[src/rtl/adder_sink_pkg.sv]
// Shared defaults and helpers for the adder result sink.
// Holds the clog2 used for pointer/level widths and a width-agnostic saturating increment.
package adder_sink_pkg;

  localparam int unsigned DEF_DEPTH     = 8;
  localparam int unsigned DEF_CNT_WIDTH = 16;
  localparam int unsigned SAT_MAX_WIDTH = 64;

  function automatic int unsigned clog2(input int unsigned value);
    int unsigned result = 0;
    while ((64'd1 << result) < 64'(value)) result++;
    return result;
  endfunction

  // The caller passes its all-ones mask, so one function serves every counter width.
  function automatic logic [SAT_MAX_WIDTH-1:0] sat_inc(input logic [SAT_MAX_WIDTH-1:0] value,
                                                       input logic [SAT_MAX_WIDTH-1:0] mask);
    return (value == mask) ? value : value + 64'd1;
  endfunction

endpackage

[src/rtl/adder_sink_fifo.sv]
// First-word-fall-through FIFO: storage, wrapping pointers and occupancy level.
// The head word reads as zero whenever the FIFO is empty.
module adder_sink_fifo
  import adder_sink_pkg::*;
#(
  parameter  int unsigned WIDTH = 34,
  parameter  int unsigned DEPTH = DEF_DEPTH,
  localparam int unsigned PTR_W = (DEPTH > 1) ? clog2(DEPTH) : 1,
  localparam int unsigned LVL_W = PTR_W + 1
) (
  input  logic             clk,
  input  logic             rst,
  input  logic             push,
  input  logic [WIDTH-1:0] wdata,
  input  logic             pop,
  output logic [WIDTH-1:0] rdata,
  output logic [LVL_W-1:0] level,
  output logic             full,
  output logic             empty
);

  logic [WIDTH-1:0] mem [DEPTH];
  logic [PTR_W-1:0] wr_ptr_q, wr_ptr_d;
  logic [PTR_W-1:0] rd_ptr_q, rd_ptr_d;
  logic [LVL_W-1:0] level_q, level_d;

  // NOTE: every always_comb output gets a default first so no path can infer a latch.
  always_comb begin
    wr_ptr_d = wr_ptr_q;
    rd_ptr_d = rd_ptr_q;
    level_d  = level_q;
    if (push) wr_ptr_d = wr_ptr_q + PTR_W'(1);
    if (pop)  rd_ptr_d = rd_ptr_q + PTR_W'(1);
    case ({push, pop})
      2'b10:   level_d = level_q + LVL_W'(1);
      2'b01:   level_d = level_q - LVL_W'(1);
      default: level_d = level_q;
    endcase
  end

  // NOTE: sequential state uses non-blocking assignments so all registers update together.
  always_ff @(posedge clk or posedge rst) begin
    if (rst) begin
      wr_ptr_q <= '0;
      rd_ptr_q <= '0;
      level_q  <= '0;
    end else begin
      wr_ptr_q <= wr_ptr_d;
      rd_ptr_q <= rd_ptr_d;
      level_q  <= level_d;
    end
  end

  // NOTE: storage is deliberately not reset; stale words are never visible because the
  // read port is masked while empty.
  always_ff @(posedge clk) begin
    if (push) mem[wr_ptr_q] <= wdata;
  end

  assign level = level_q;
  assign full  = (level_q == LVL_W'(DEPTH));
  assign empty = (level_q == '0);
  assign rdata = empty ? '0 : mem[rd_ptr_q];

endmodule

[src/rtl/adder_result_sink.sv]
// Receive-side buffer for adder results: FIFO toward a stalling consumer plus overflow/drop stats.
// Optional macro ADDER_SINK_DROP_CNT_EN adds a saturating drop counter (otherwise drop_count is 0).
module adder_result_sink
  import adder_sink_pkg::*;
#(
  parameter  int unsigned DATA_WIDTH = 32,
  parameter  int unsigned DEPTH      = DEF_DEPTH,
  parameter  int unsigned CNT_WIDTH  = DEF_CNT_WIDTH,
  localparam int unsigned LVL_W      = ((DEPTH > 1) ? clog2(DEPTH) : 1) + 1
) (
  input  logic                  clk,
  input  logic                  rst,
  input  logic                  in_valid,
  input  logic [DATA_WIDTH-1:0] in_sum,
  input  logic                  in_cout,
  input  logic                  in_ovf,
  output logic                  out_valid,
  input  logic                  out_ready,
  output logic [DATA_WIDTH-1:0] out_sum,
  output logic                  out_cout,
  output logic                  out_ovf,
  output logic [LVL_W-1:0]      level,
  output logic                  full,
  output logic                  empty,
  output logic                  drop_pulse,
  output logic [CNT_WIDTH-1:0]  ovf_count,
  output logic                  sticky_ovf,
  input  logic                  stat_clr,
  output logic [CNT_WIDTH-1:0]  drop_count
);

  localparam int unsigned          WORD_W  = DATA_WIDTH + 2;
  localparam logic [CNT_WIDTH-1:0] CNT_MAX = '1;

  if (DEPTH < 2 || (DEPTH & (DEPTH - 1)) != 0) begin : g_bad_depth
    $fatal(1, "adder_result_sink: DEPTH must be a power of two >= 2");
  end
  if (CNT_WIDTH < 1 || CNT_WIDTH > SAT_MAX_WIDTH) begin : g_bad_cnt
    $fatal(1, "adder_result_sink: CNT_WIDTH must be in 1..64");
  end

  logic              push, pop, drop, ovf_event;
  logic [WORD_W-1:0] head;

  logic                 drop_pulse_q;
  logic [CNT_WIDTH-1:0] ovf_cnt_q, ovf_cnt_d;
  logic                 sticky_q, sticky_d;

  // A full FIFO still takes a beat when the head leaves in the same cycle.
  assign pop       = out_valid && out_ready;
  assign push      = in_valid && (!full || pop);
  assign drop      = in_valid && full && !out_ready;
  assign ovf_event = push && in_ovf;

  adder_sink_fifo #(
    .WIDTH (WORD_W),
    .DEPTH (DEPTH)
  ) u_fifo (
    .clk   (clk),
    .rst   (rst),
    .push  (push),
    .wdata ({in_sum, in_cout, in_ovf}),
    .pop   (pop),
    .rdata (head),
    .level (level),
    .full  (full),
    .empty (empty)
  );

  assign out_valid                   = !empty;
  assign {out_sum, out_cout, out_ovf} = head;

  // Clear wins over history but not over an event in the same cycle.
  always_comb begin
    ovf_cnt_d = ovf_cnt_q;
    sticky_d  = sticky_q;
    if (stat_clr) begin
      ovf_cnt_d = CNT_WIDTH'(ovf_event);
      sticky_d  = ovf_event;
    end else if (ovf_event) begin
      ovf_cnt_d = CNT_WIDTH'(sat_inc(SAT_MAX_WIDTH'(ovf_cnt_q), SAT_MAX_WIDTH'(CNT_MAX)));
      sticky_d  = 1'b1;
    end
  end

  always_ff @(posedge clk or posedge rst) begin
    if (rst) begin
      drop_pulse_q <= 1'b0;
      ovf_cnt_q    <= '0;
      sticky_q     <= 1'b0;
    end else begin
      drop_pulse_q <= drop;
      ovf_cnt_q    <= ovf_cnt_d;
      sticky_q     <= sticky_d;
    end
  end

  assign drop_pulse = drop_pulse_q;
  assign ovf_count  = ovf_cnt_q;
  assign sticky_ovf = sticky_q;

`ifdef ADDER_SINK_DROP_CNT_EN
  logic [CNT_WIDTH-1:0] drop_cnt_q, drop_cnt_d;

  always_comb begin
    drop_cnt_d = drop_cnt_q;
    if (stat_clr)  drop_cnt_d = CNT_WIDTH'(drop);
    else if (drop) drop_cnt_d = CNT_WIDTH'(sat_inc(SAT_MAX_WIDTH'(drop_cnt_q), SAT_MAX_WIDTH'(CNT_MAX)));
  end

  always_ff @(posedge clk or posedge rst) begin
    if (rst) drop_cnt_q <= '0;
    else     drop_cnt_q <= drop_cnt_d;
  end

  assign drop_count = drop_cnt_q;
`else
  assign drop_count = '0;
`endif

endmodule

[config.mk]
export PLATFORM = sky130hd
export DESIGN_NAME = adder_result_sink
export DESIGN_NICKNAME = d
export VERILOG_FILES = /design/src/rtl/adder_sink_pkg.sv /design/src/rtl/adder_sink_fifo.sv /design/src/rtl/adder_result_sink.sv
export SDC_FILE = /design/constraint.sdc
export NUM_CORES = 1
export LEC_CHECK = 0
export BUFFER_PORTS_ARGS = -buffer_cell sky130_fd_sc_hd__clkbuf_2
export CAP_MARGIN = 15
export CORE_AREA = 4 4 153 155
export DETAILED_ROUTE_END_ITERATION = 10
export DIE_AREA = 0 0 157 159
export PLACE_DENSITY_LB_ADDON = 0.15
export SETUP_SLACK_MARGIN = 0.02
export SLEW_MARGIN = 20
export SYNTH_ARGS = -nofsm -noshare
export SYNTH_HDL_FRONTEND = slang
export SYNTH_SLANG_ARGS = --single-unit
[constraint.sdc]
create_clock -name clk -period 5.6 [get_ports clk]
set_input_delay 0.84 -clock clk [delete_from_list [all_inputs] [get_ports clk]]
set_output_delay 0.84 -clock clk [all_outputs]
set_load 0.02 [all_outputs]
== Word-level counts from Yosys, hierarchy flattened ==
Memories as Yosys holds them, arrays and structs flattened.
Index checks and enable logic that the tools add are counted.
Widths: inputs -> output; s select.

* Multiplexer cells: 9
* Equality and inequality tests: 5
* $add $sub $neg: 5
* Reduce and logical (&&, ||, !) cells: 13

{| class="wikitable"
|+ Operators by type and width
! kind !! count
|-
| $mux 16 || 3
|-
| $mux 34 || 1
|-
| $add 16x1->16 const B || 1
|-
| $eq 16x16->1 const B || 1
|-
| $pmux 4 s2 || 1
|-
| $add 3x1->3 const B || 2
|-
| $logic_and 1x1->1 || 5
|-
| $add 4x1->4 const B || 1
|-
| $eq 4x4->1 const B || 1
|-
| $logic_not 4->1 || 1
|-
| $mux 1 || 4
|-
| $reduce_bool 2->1 || 2
|-
| $sub 4x1->4 const B || 1
|-
| $logic_not 1->1 || 3
|-
| $eq 2x1->1 const B || 1
|-
| $eq 2x2->1 const B || 1
|-
| $ne 2x2->1 const B || 1
|-
| $reduce_and 2->1 || 1
|-
| $logic_or 1x1->1 || 1
|}

* Word-level logic and storage cells: 39
* Output and inout bits: 75
* Input bits: 39
* Memories: 1
* Bits in writable memories: 272
* Bits in registers: 28

{| class="wikitable"
|+ Memories
! memory !! depth !! width !! read ports !! clocked after Yosys merged registers in !! write ports !! line !! text
|-
| u_fifo.mem || 8 || 34 || 1 || 0 || 1 || adder_sink_fifo.sv:22 || <nowiki>logic [WIDTH-1:0] mem [DEPTH];</nowiki>
|}

== Depth between registers and ports, before layout ==
Gate-level depths: netlist of the first run.

* Depth after elaboration: 8
* Depth in mapped cells: 9
* Gate-level depth less buffers: 8

== Cells and area by module ==
From an unflattened synthesis of the first run, not the netlist that was laid out.

* Cells, all modules: 597
* Area total of the unflattened synthesis: 12072.8 um^2

{| class="wikitable"
|+ Modules (own cells, without submodules)
! module !! seq. area each (um^2) !! cells each !! area an instance (um^2) !! instances
|-
| adder_sink_fifo || 8418.1 || 460 || 10794.1 || 1
|-
| adder_result_sink || 450.4 || 137 || 1278.7 || 1
|}

== Worst setup path after synthesis of the first run ==
OpenSTA, ideal clock, no wires.

* Kind: input to register
* From: in in_valid
* To: mem u_fifo.mem[0][0] (enable)
* Required time: 5090 ps
* Arrival time: 4456 ps
* Buffers on the path: 1
* Stages on the path: 3
* Library setup time: 510 ps
* Slack: 633 ps
* Cells stage by stage: clkbuf_1 -> nand2_1 -> nor4_1

* Word-level cells in the longest chain between the ends: 3

{| class="wikitable"
|+ RTL lines
! item !! line !! text
|-
| start: declaration || adder_result_sink.sv:13 || <nowiki>input logic in_valid,</nowiki>
|-
| $logic_and 1x1->1 || adder_result_sink.sv:51 || <nowiki>assign push = in_valid && (!full || pop);</nowiki>
|-
| $mux 1 || adder_sink_fifo.sv:57 || <nowiki>if (push) mem[wr_ptr_q] <= wdata;</nowiki>
|-
| $mux 1 (implied by the code) || adder_sink_fifo.sv:57 ||
|-
| end: declaration || adder_sink_fifo.sv:22 ||
|}

Every way passes these cells.

== Worst setup path in the final report of the first run ==
* From: reg u_fifo.rd_ptr_q[1]
* To: out out_sum[3]

* Word-level cells in the longest chain between the ends: 2

{| class="wikitable"
|+ RTL lines
! item !! line !! text
|-
| start: declaration || adder_sink_fifo.sv:24 || <nowiki>logic [PTR_W-1:0] rd_ptr_q, rd_ptr_d;</nowiki>
|-
| start signal: assignment || adder_sink_fifo.sv:49 || <nowiki>rd_ptr_q <= rd_ptr_d;</nowiki>
|-
| $mem_v2 8x34 || -- ||
|-
| $mux 34 || adder_sink_fifo.sv:63 || <nowiki>assign rdata = empty ? '0 : mem[rd_ptr_q];</nowiki>
|-
| end: declaration || adder_result_sink.sv:19 || <nowiki>output logic [DATA_WIDTH-1:0] out_sum,</nowiki>
|}

Every way passes these cells.

==> key figures, run 1 <==
Run status
  – Status: finished clean

Pwr
  – Worst vdd ir: 0.3627 mV
  – Pwr/cell area: 519.0 nW/um^2
  – Leakage power: 4.899 nW

CTS
  – TritonCTS buffer count: 30
  – Worst skew pair latency: 0.54 ns
  – CTS max path bufs: 3
  – Post-cts resize count: 0
  – CTS Hold Buffers Added: 0
  – CTS tree: built
  – Register clock-pin slew on the reported worst setup and hold paths: 0.06 ns
  – Post CTS Setup Buffer Count: 0
  – Clock root buffer master: clkbuf_16
  – Clock sink count: 300
  – # H-tree levels: 1

Timing
  – RSZ-0062 raised after global routing: false
  – Actual slew at the worst max-slew pin: 1.074 ns
  – Max Transition Viols Final: 0
  – Highest Clock Rate: 262.4 MHz
  – Setup WS post-layout: 1.789 ns
  – Final min period: 3.811 ns
  – Final hold vios: 0
  – Final Cycle Share: 0.6805
  – Setup skew after layout: 0.01206 ns
  – Final setup violation count: 0
  – Slew margin rel.: 0.2799
  – Setup TNS: 0 ns

Worst setup path
  – CP bufs+invs: 2
  – CP startpoint kind: flip-flop
  – Critical Path Fanout Max: 36
  – Largest delay share family, worst path: flip-flops
  – CP arrival: 2.97 ns
  – Cells along the critical path: buf_4 > mux4_2 > mux2i_1 > nor2_1 > clkbuf_2
  – CP required: 4.76 ns
  – CP peak stage delay: 0.92 ns
  – Crit path capture type: output port
  – Slowest CP cell: dfrtp_2
  – Setup CP Type: reg2out

Worst hold path
  – Tightest Hold Check Type: in2async

Yosys
  – Distinct cells, synth: 52
  – Seq cells post-synth: 300
  – Syn Inst Count: 611
  – Seq/Total Area, Yosys: 0.7408
  – Cell taking the most area after synthesis: edfxtp_1
  – YS warnings: 0
  – Count leader, synth: edfxtp_1
  – Post-Syn Area: 11,970 um^2
  – Top cells by count, synth: 272 x edfxtp_1, 68 x mux4_2, 48 x nor2_1
  – Top cells by area, synth: edfxtp_1 68%, mux4_2 13%, dfrtp_1 5.9%, mux2i_1 2.8%, nor2_1 1.5%
  – Syn avg cell area: 19.59 um^2
  – Top FF cell, synth: edfxtp_1
  – EDFF count, synth: 272
  – Post-synthesis async set-or-reset flop share: 0.09333
  – Post-synth top area share: 0.6823

GRT
  – First-pass GRT wire length: 36,480 um
  – Vias in the first global route: 6,344
  – Initial antenna violation count: 0
  – GRT Util Overall: 0.1882
  – GRT Residual Overflow: 0
  – Largest net degree at the start of global routing: 52

Cells and area
  – Area growth, synth to finish: 15.24%
  – Share of layout cells above drive strength 1: 0.3356
  – N_diodes: 0
  – Filler instances: 1,540
  – Nets: 771
  – Final non-filler cell total: 1,031

Flow run
  – Max-cap violation count: 0

Routing
  – Routed Antenna Nets: 0
  – WL per Instance: 22.45 um
  – Initial drt markers: 355
  – Drt drc: 0
  – Drt total wl: 23,140 um
  – Via-to-Cell Ratio: 5.744
  – Drt first pass iters: 6
  – Routed vias: 5,922

Placed design
  – Pre-CTS WS: 2.063 ns
  – Port buffer count: 97
  – Gp weighted congestion: 0.7854
  – Hpwl dp: 13,700 um
  – Placed Instances: 975

Floorplan
  – Core Footprint: 21,820 um^2
  – Die ar.: 24,960 um^2
  – Starting Density: 0.5486
  – Ports: 114
  – Die height: 159 um
  – Width of the chip: 157 um
  – Cell Rows: 54
[per-layer routing]
| layer | GRT usage | routed length (um) |
|---|---|---|
| met1 | 0.2631 | 9594 |
| met2 | 0.3203 | 11890 |
| met3 | 0.02691 | 1228 |
| met4 | 0.03905 | 428 |
| met5 | 0 | 0 |
[per-stage QoR]
stage / hold slack [ns] / power (W) / util / instance area (um^2)
5_1_grt: 0.3995 / 0.007523 / 0.6322 / 13800
3_3_place_gp: 0.4733 / 0.005235 / 0.5859 / 12790
6_report: 0.3450 / 0.007160 / 0.6322 / 13800
4_1_cts: 0.4869 / 0.007236 / 0.6309 / 13770
3_5_place_dp: 0.4729 / 0.005288 / 0.5859 / 12790
2_1_floorplan: 0.5165 / 0.004591 / - / 12030
[power by group]
group | internal (W) | switching [W] | total (W)
combinational | 0.000944 | 0.00125 | 0.00219
sequential | 0.00279 | 0.000231 | 0.00302
clock | 0.00117 | 0.000778 | 0.00195
total | 0.00490 | 0.00226 | 0.00716
[sequential cells by signal, indices dropped and copies added (netlist names)]
register         flops
drop_pulse           1
ovf_count           16
sticky_ovf           1
u_fifo.level         4
u_fifo.mem         272
u_fifo.rd_ptr_q      3
u_fifo.wr_ptr_q      3
[layout make-up]
| type | count | area [um^2] | share of cell area |
|---|---|---|---|
| timing repair buffer | 114 | 633.1 | 0.04589 |
| clock buffer | 38 | 822.0 | 0.05959 |
| sequential | 300 | 8875 | 0.6433 |
| clock inverter | 17 | 160.2 | 0.01161 |
| tap | 280 | 350.3 | 0.02539 |
| multi-input combinational | 276 | 2933 | 0.2126 |
| inverter | 6 | 22.52 | 0.001633 |
[kinds of logic (layout without fill, tap and decap cells)]
kind of cell,after synthesis,after routing,synth area share
flops,300,300,0.7408
buf+inv,50,175,0.02299
xor+xnor,8,8,0.005852
other cells,1,16,0.0003132
mux,106,106,0.1604
simple gates,108,108,0.04473
fa+ha+maj,4,4,0.004181
compound gates,34,34,0.02070
[worst paths after layout]
path,slack (ns),to,depth (start not counted),start
worst max-delay path,1.79,out_sum[3],5,u_fifo.rd_ptr_q[1]
worst min-delay path,0.35,ovf_count[4],2,rst
min in group clk,0.49,sticky_ovf,1,sticky_ovf
worst max register to register,2.88,u_fifo.mem[2][14],5,u_fifo.level[1]
max in group asynchronous,4.81,u_fifo.rd_ptr_q[0],2,rst
worst min register to register,0.49,sticky_ovf,1,sticky_ovf
[worst reg2reg max path, delay by kind of cell (launching register included)]
family,cells,cell delay (ns)
DFF,1,0.50
and+or+nand+nor,4,1.30
buffers and inverters,1,0.55
[cells in the final DEF, fill, tap and decap left out, types with 3 or more instances in the layout]
cell,count
or3_2,4
clkbuf_1,5
dfrtp_1,25
clkbuf_16,31
xor2_1,4
nand3_1,6
nor2_1,45
nor2_4,3
clkinv_2,6
nor3_2,4
a21oi_1,12
xnor2_1,4
clkinv_1,7
o21ai_0,6
and3_1,3
ha_1,4
buf_4,16
edfxtp_1,272
bufinv_16,3
inv_1,4
mux2i_1,34
a21o_1,3
or3_1,4
conb_1,16
nand2_1,19
clkbuf_2,97
mux4_2,68
o21ai_1,3
No activity file was read; power rests on OpenSTA's default activity.
==> run 2, diff against run 1 <==
- clock period: 5.6 -> 3.66 ns (I/O delays scaled with it)
==> key figures, run 2 (synthesis gave the netlist of run 1 again) <==
Timing
  – Final Cycle Share: 0.8990
  – Setup WS post-layout: 0.3696 ns (was 1.789 ns)
  – Actual slew at the worst max-slew pin: 0.7222 ns (was 1.074 ns)
  – RSZ-0062 raised after global routing: false (unchanged)
  – Max Transition Viols Final: 0 (unchanged)
  – Setup skew after layout: 0.02241 ns (was 0.01206 ns)
  – Final hold vios: 0 (unchanged)
  – Final min period: 3.290 ns
  – Final setup violation count: 0 (unchanged)
  – Slew margin rel.: 0.5174 (was 0.2799)
  – Highest Clock Rate: 303.9 MHz

Floorplan
  – Width of the chip: 157 um (unchanged)
  – Cell Rows: 54 (unchanged)
  – Core Footprint: 21,820 um^2 (unchanged)
  – Die height: 159 um (unchanged)
  – Ports: 114 (unchanged)
  – Die ar.: 24,960 um^2 (unchanged)
  – Starting Density: 0.5486 (unchanged)

Worst setup path
  – Setup CP Type: reg2out (unchanged)
  – CP bufs+invs: 3 (was 2)
  – CP startpoint kind: flip-flop (unchanged)
  – CP required: 3.11 ns (was 4.76 ns)
  – Cells along the critical path: or4_1 > clkinv_1 > buf_4 > nor2_1 > clkbuf_2 (was buf_4 > mux4_2 > mux2i_1 > nor2_1 > clkbuf_2)
  – Slowest CP cell: or4_1 (was dfrtp_2)
  – CP peak stage delay: 0.65 ns (was 0.92 ns)
  – CP arrival: 2.74 ns (was 2.97 ns)
  – Critical Path Fanout Max: 19 (was 36)
  – Largest delay share family, worst path: buffers and inverters (was flip-flops)
  – Crit path capture type: output port (unchanged)

Placed design
  – Port buffer count: 97 (unchanged)
  – Placed Instances: 981 (was 975)
  – Pre-CTS WS: 0.9342 ns (was 2.063 ns)
  – Gp weighted congestion: 0.7560 (was 0.7854)
  – Hpwl dp: 14,260 um (was 13,700 um)

GRT
  – First-pass GRT wire length: 36,370 um (was 36,480 um)
  – Vias in the first global route: 6,346 (was 6,344)
  – GRT Residual Overflow: 0 (unchanged)
  – Largest net degree at the start of global routing: 46 (was 52)
  – Initial antenna violation count: 0 (unchanged)
  – GRT Util Overall: 0.1895 (was 0.1882)

CTS
  – CTS tree: built (unchanged)
  – Register clock-pin slew on the reported worst setup and hold paths: 0.06 ns (about the same)
  – CTS max path bufs: 3 (unchanged)
  – Worst skew pair latency: 0.55 ns (was 0.54 ns)
  – Post-cts resize count: 0 (unchanged)
  – TritonCTS buffer count: 30 (unchanged)
  – Clock root buffer master: clkbuf_16 (unchanged)
  – Post CTS Setup Buffer Count: 0 (unchanged)
  – # H-tree levels: 1 (unchanged)
  – CTS Hold Buffers Added: 0 (unchanged)
  – Clock sink count: 300 (unchanged)

Cells and area
  – Most frequent cells in the layout: 272 x edfxtp_1, 97 x clkbuf_2, 68 x mux4_2 (unchanged)
  – Max reg flops: 272 (unchanged)
  – Area growth, synth to finish: 15.99% (was 15.24%)
  – Most common cell after layout, fill and taps aside: edfxtp_1 (unchanged)
  – Nets: 776 (was 771)
  – Share of layout cells above drive strength 1: 0.3426 (was 0.3356)
  – Final non-filler cell total: 1,036 (was 1,031)
  – N_diodes: 0 (unchanged)
  – Filler instances: 1,519 (was 1,540)
  – Largest reg by FF count: u_fifo.mem (unchanged)

Flow run
  – Max-cap violation count: 0 (unchanged)

Routing
  – Drt drc: 0 (unchanged)
  – Initial drt markers: 433 (was 355)
  – Drt first pass iters: 5 (was 6)
  – Drt total wl: 23,190 um (was 23,140 um)
  – Via-to-Cell Ratio: 5.786 (was 5.744)
  – WL per Instance: 22.38 um (was 22.45 um)
  – Routed Antenna Nets: 0 (unchanged)
  – Routed vias: 5,994 (was 5,922)

Pwr
  – Pwr/cell area: 799.5 nW/um^2 (was 519.0 nW/um^2)
  – Int Power: 0.007583 W (was 0.004901 W)
  – Share of power burned in registers: 0.421 (was 0.422)
  – Leakage power: 4.936 nW (was 4.899 nW)
  – Switching Share: 0.3170 (was 0.3154)
  – Clock share of power: 0.275 (was 0.272)
  – P_sw: 0.003519 W (was 0.002259 W)
  – Worst vdd ir: 0.5006 mV (was 0.3627 mV)
  – Comb pwr share: 0.303 (was 0.306)

Run status
  – Status: finished clean (unchanged)

Worst hold path
  – Tightest Hold Check Type: in2async (unchanged)
## run 2: cell types whose count changed in the layout (fill, tap and decap cells not counted), moves of 2 or more
| cell | before | now |
|---|---|---|
| buf_12 | 0 | 3 |
| buf_4 | 16 | 19 |
| clkbuf_1 | 5 | 7 |
| clkinv_1 | 7 | 3 |
## run 2: metal layers
metal / wire, um / track usage
met1: 9749 / 0.2655
met2: 11920 / 0.3173
met3: 1042 / 0.02990
met4: 471 / 0.04497
met5: 0 / 0
## run 2: power by group through the flow
stage	clock network (W)	registers [W]	logic, W
after floorplan	0	0.00450	0.00252
after global placement	0	0.00473	0.00340
after detailed placement	0	0.00476	0.00345
after CTS	0.00313	0.00469	0.00346
after global routing	0.00328	0.00474	0.00365
final	0.00306	0.00468	0.00337
## run 2: final timing paths
kind                                      start            endpoint  slack (ns)  cells past startpoint
worst min register to register       sticky_ovf          sticky_ovf        0.49                      1
min in group clk                     in_sum[18]   u_fifo.mem[5][20]        0.28                      1
worst max-delay path            u_fifo.level[2]         out_sum[25]        0.37                      5
worst max register to register  u_fifo.level[1]   u_fifo.mem[3][12]        1.09                      6
max in group asynchronous                   rst  u_fifo.rd_ptr_q[0]        3.14                      2
worst min-delay path                        rst     u_fifo.level[0]        0.05                      2
## run 2: final cells by class
type | count | area, um^2 | area share
sequential | 300 | 8877 | 0.6393
multi-input combinational | 276 | 2948 | 0.2123
clock buffer | 39 | 804.5 | 0.05794
timing repair buffer | 119 | 688.2 | 0.04956
tap | 280 | 350.3 | 0.02523
clock inverter | 16 | 195.2 | 0.01406
inverter | 6 | 22.52 | 0.001622
## run 2: stage by stage
stage	cell area, um^2	utilization	hold slack (ns)	power [W]	setup TNS [ns]
3_3_place_gp	12890	0.5905	0.4753	0.008128	0
5_1_grt	13890	0.6363	0.07995	0.01166	0
4_1_cts	13890	0.6363	0.2505	0.01127	0
3_5_place_dp	12890	0.5905	0.4794	0.008206	0
6_report	13890	0.6363	0.05384	0.01110	0
2_1_floorplan	12040	-	0.5477	0.007025	-16.02
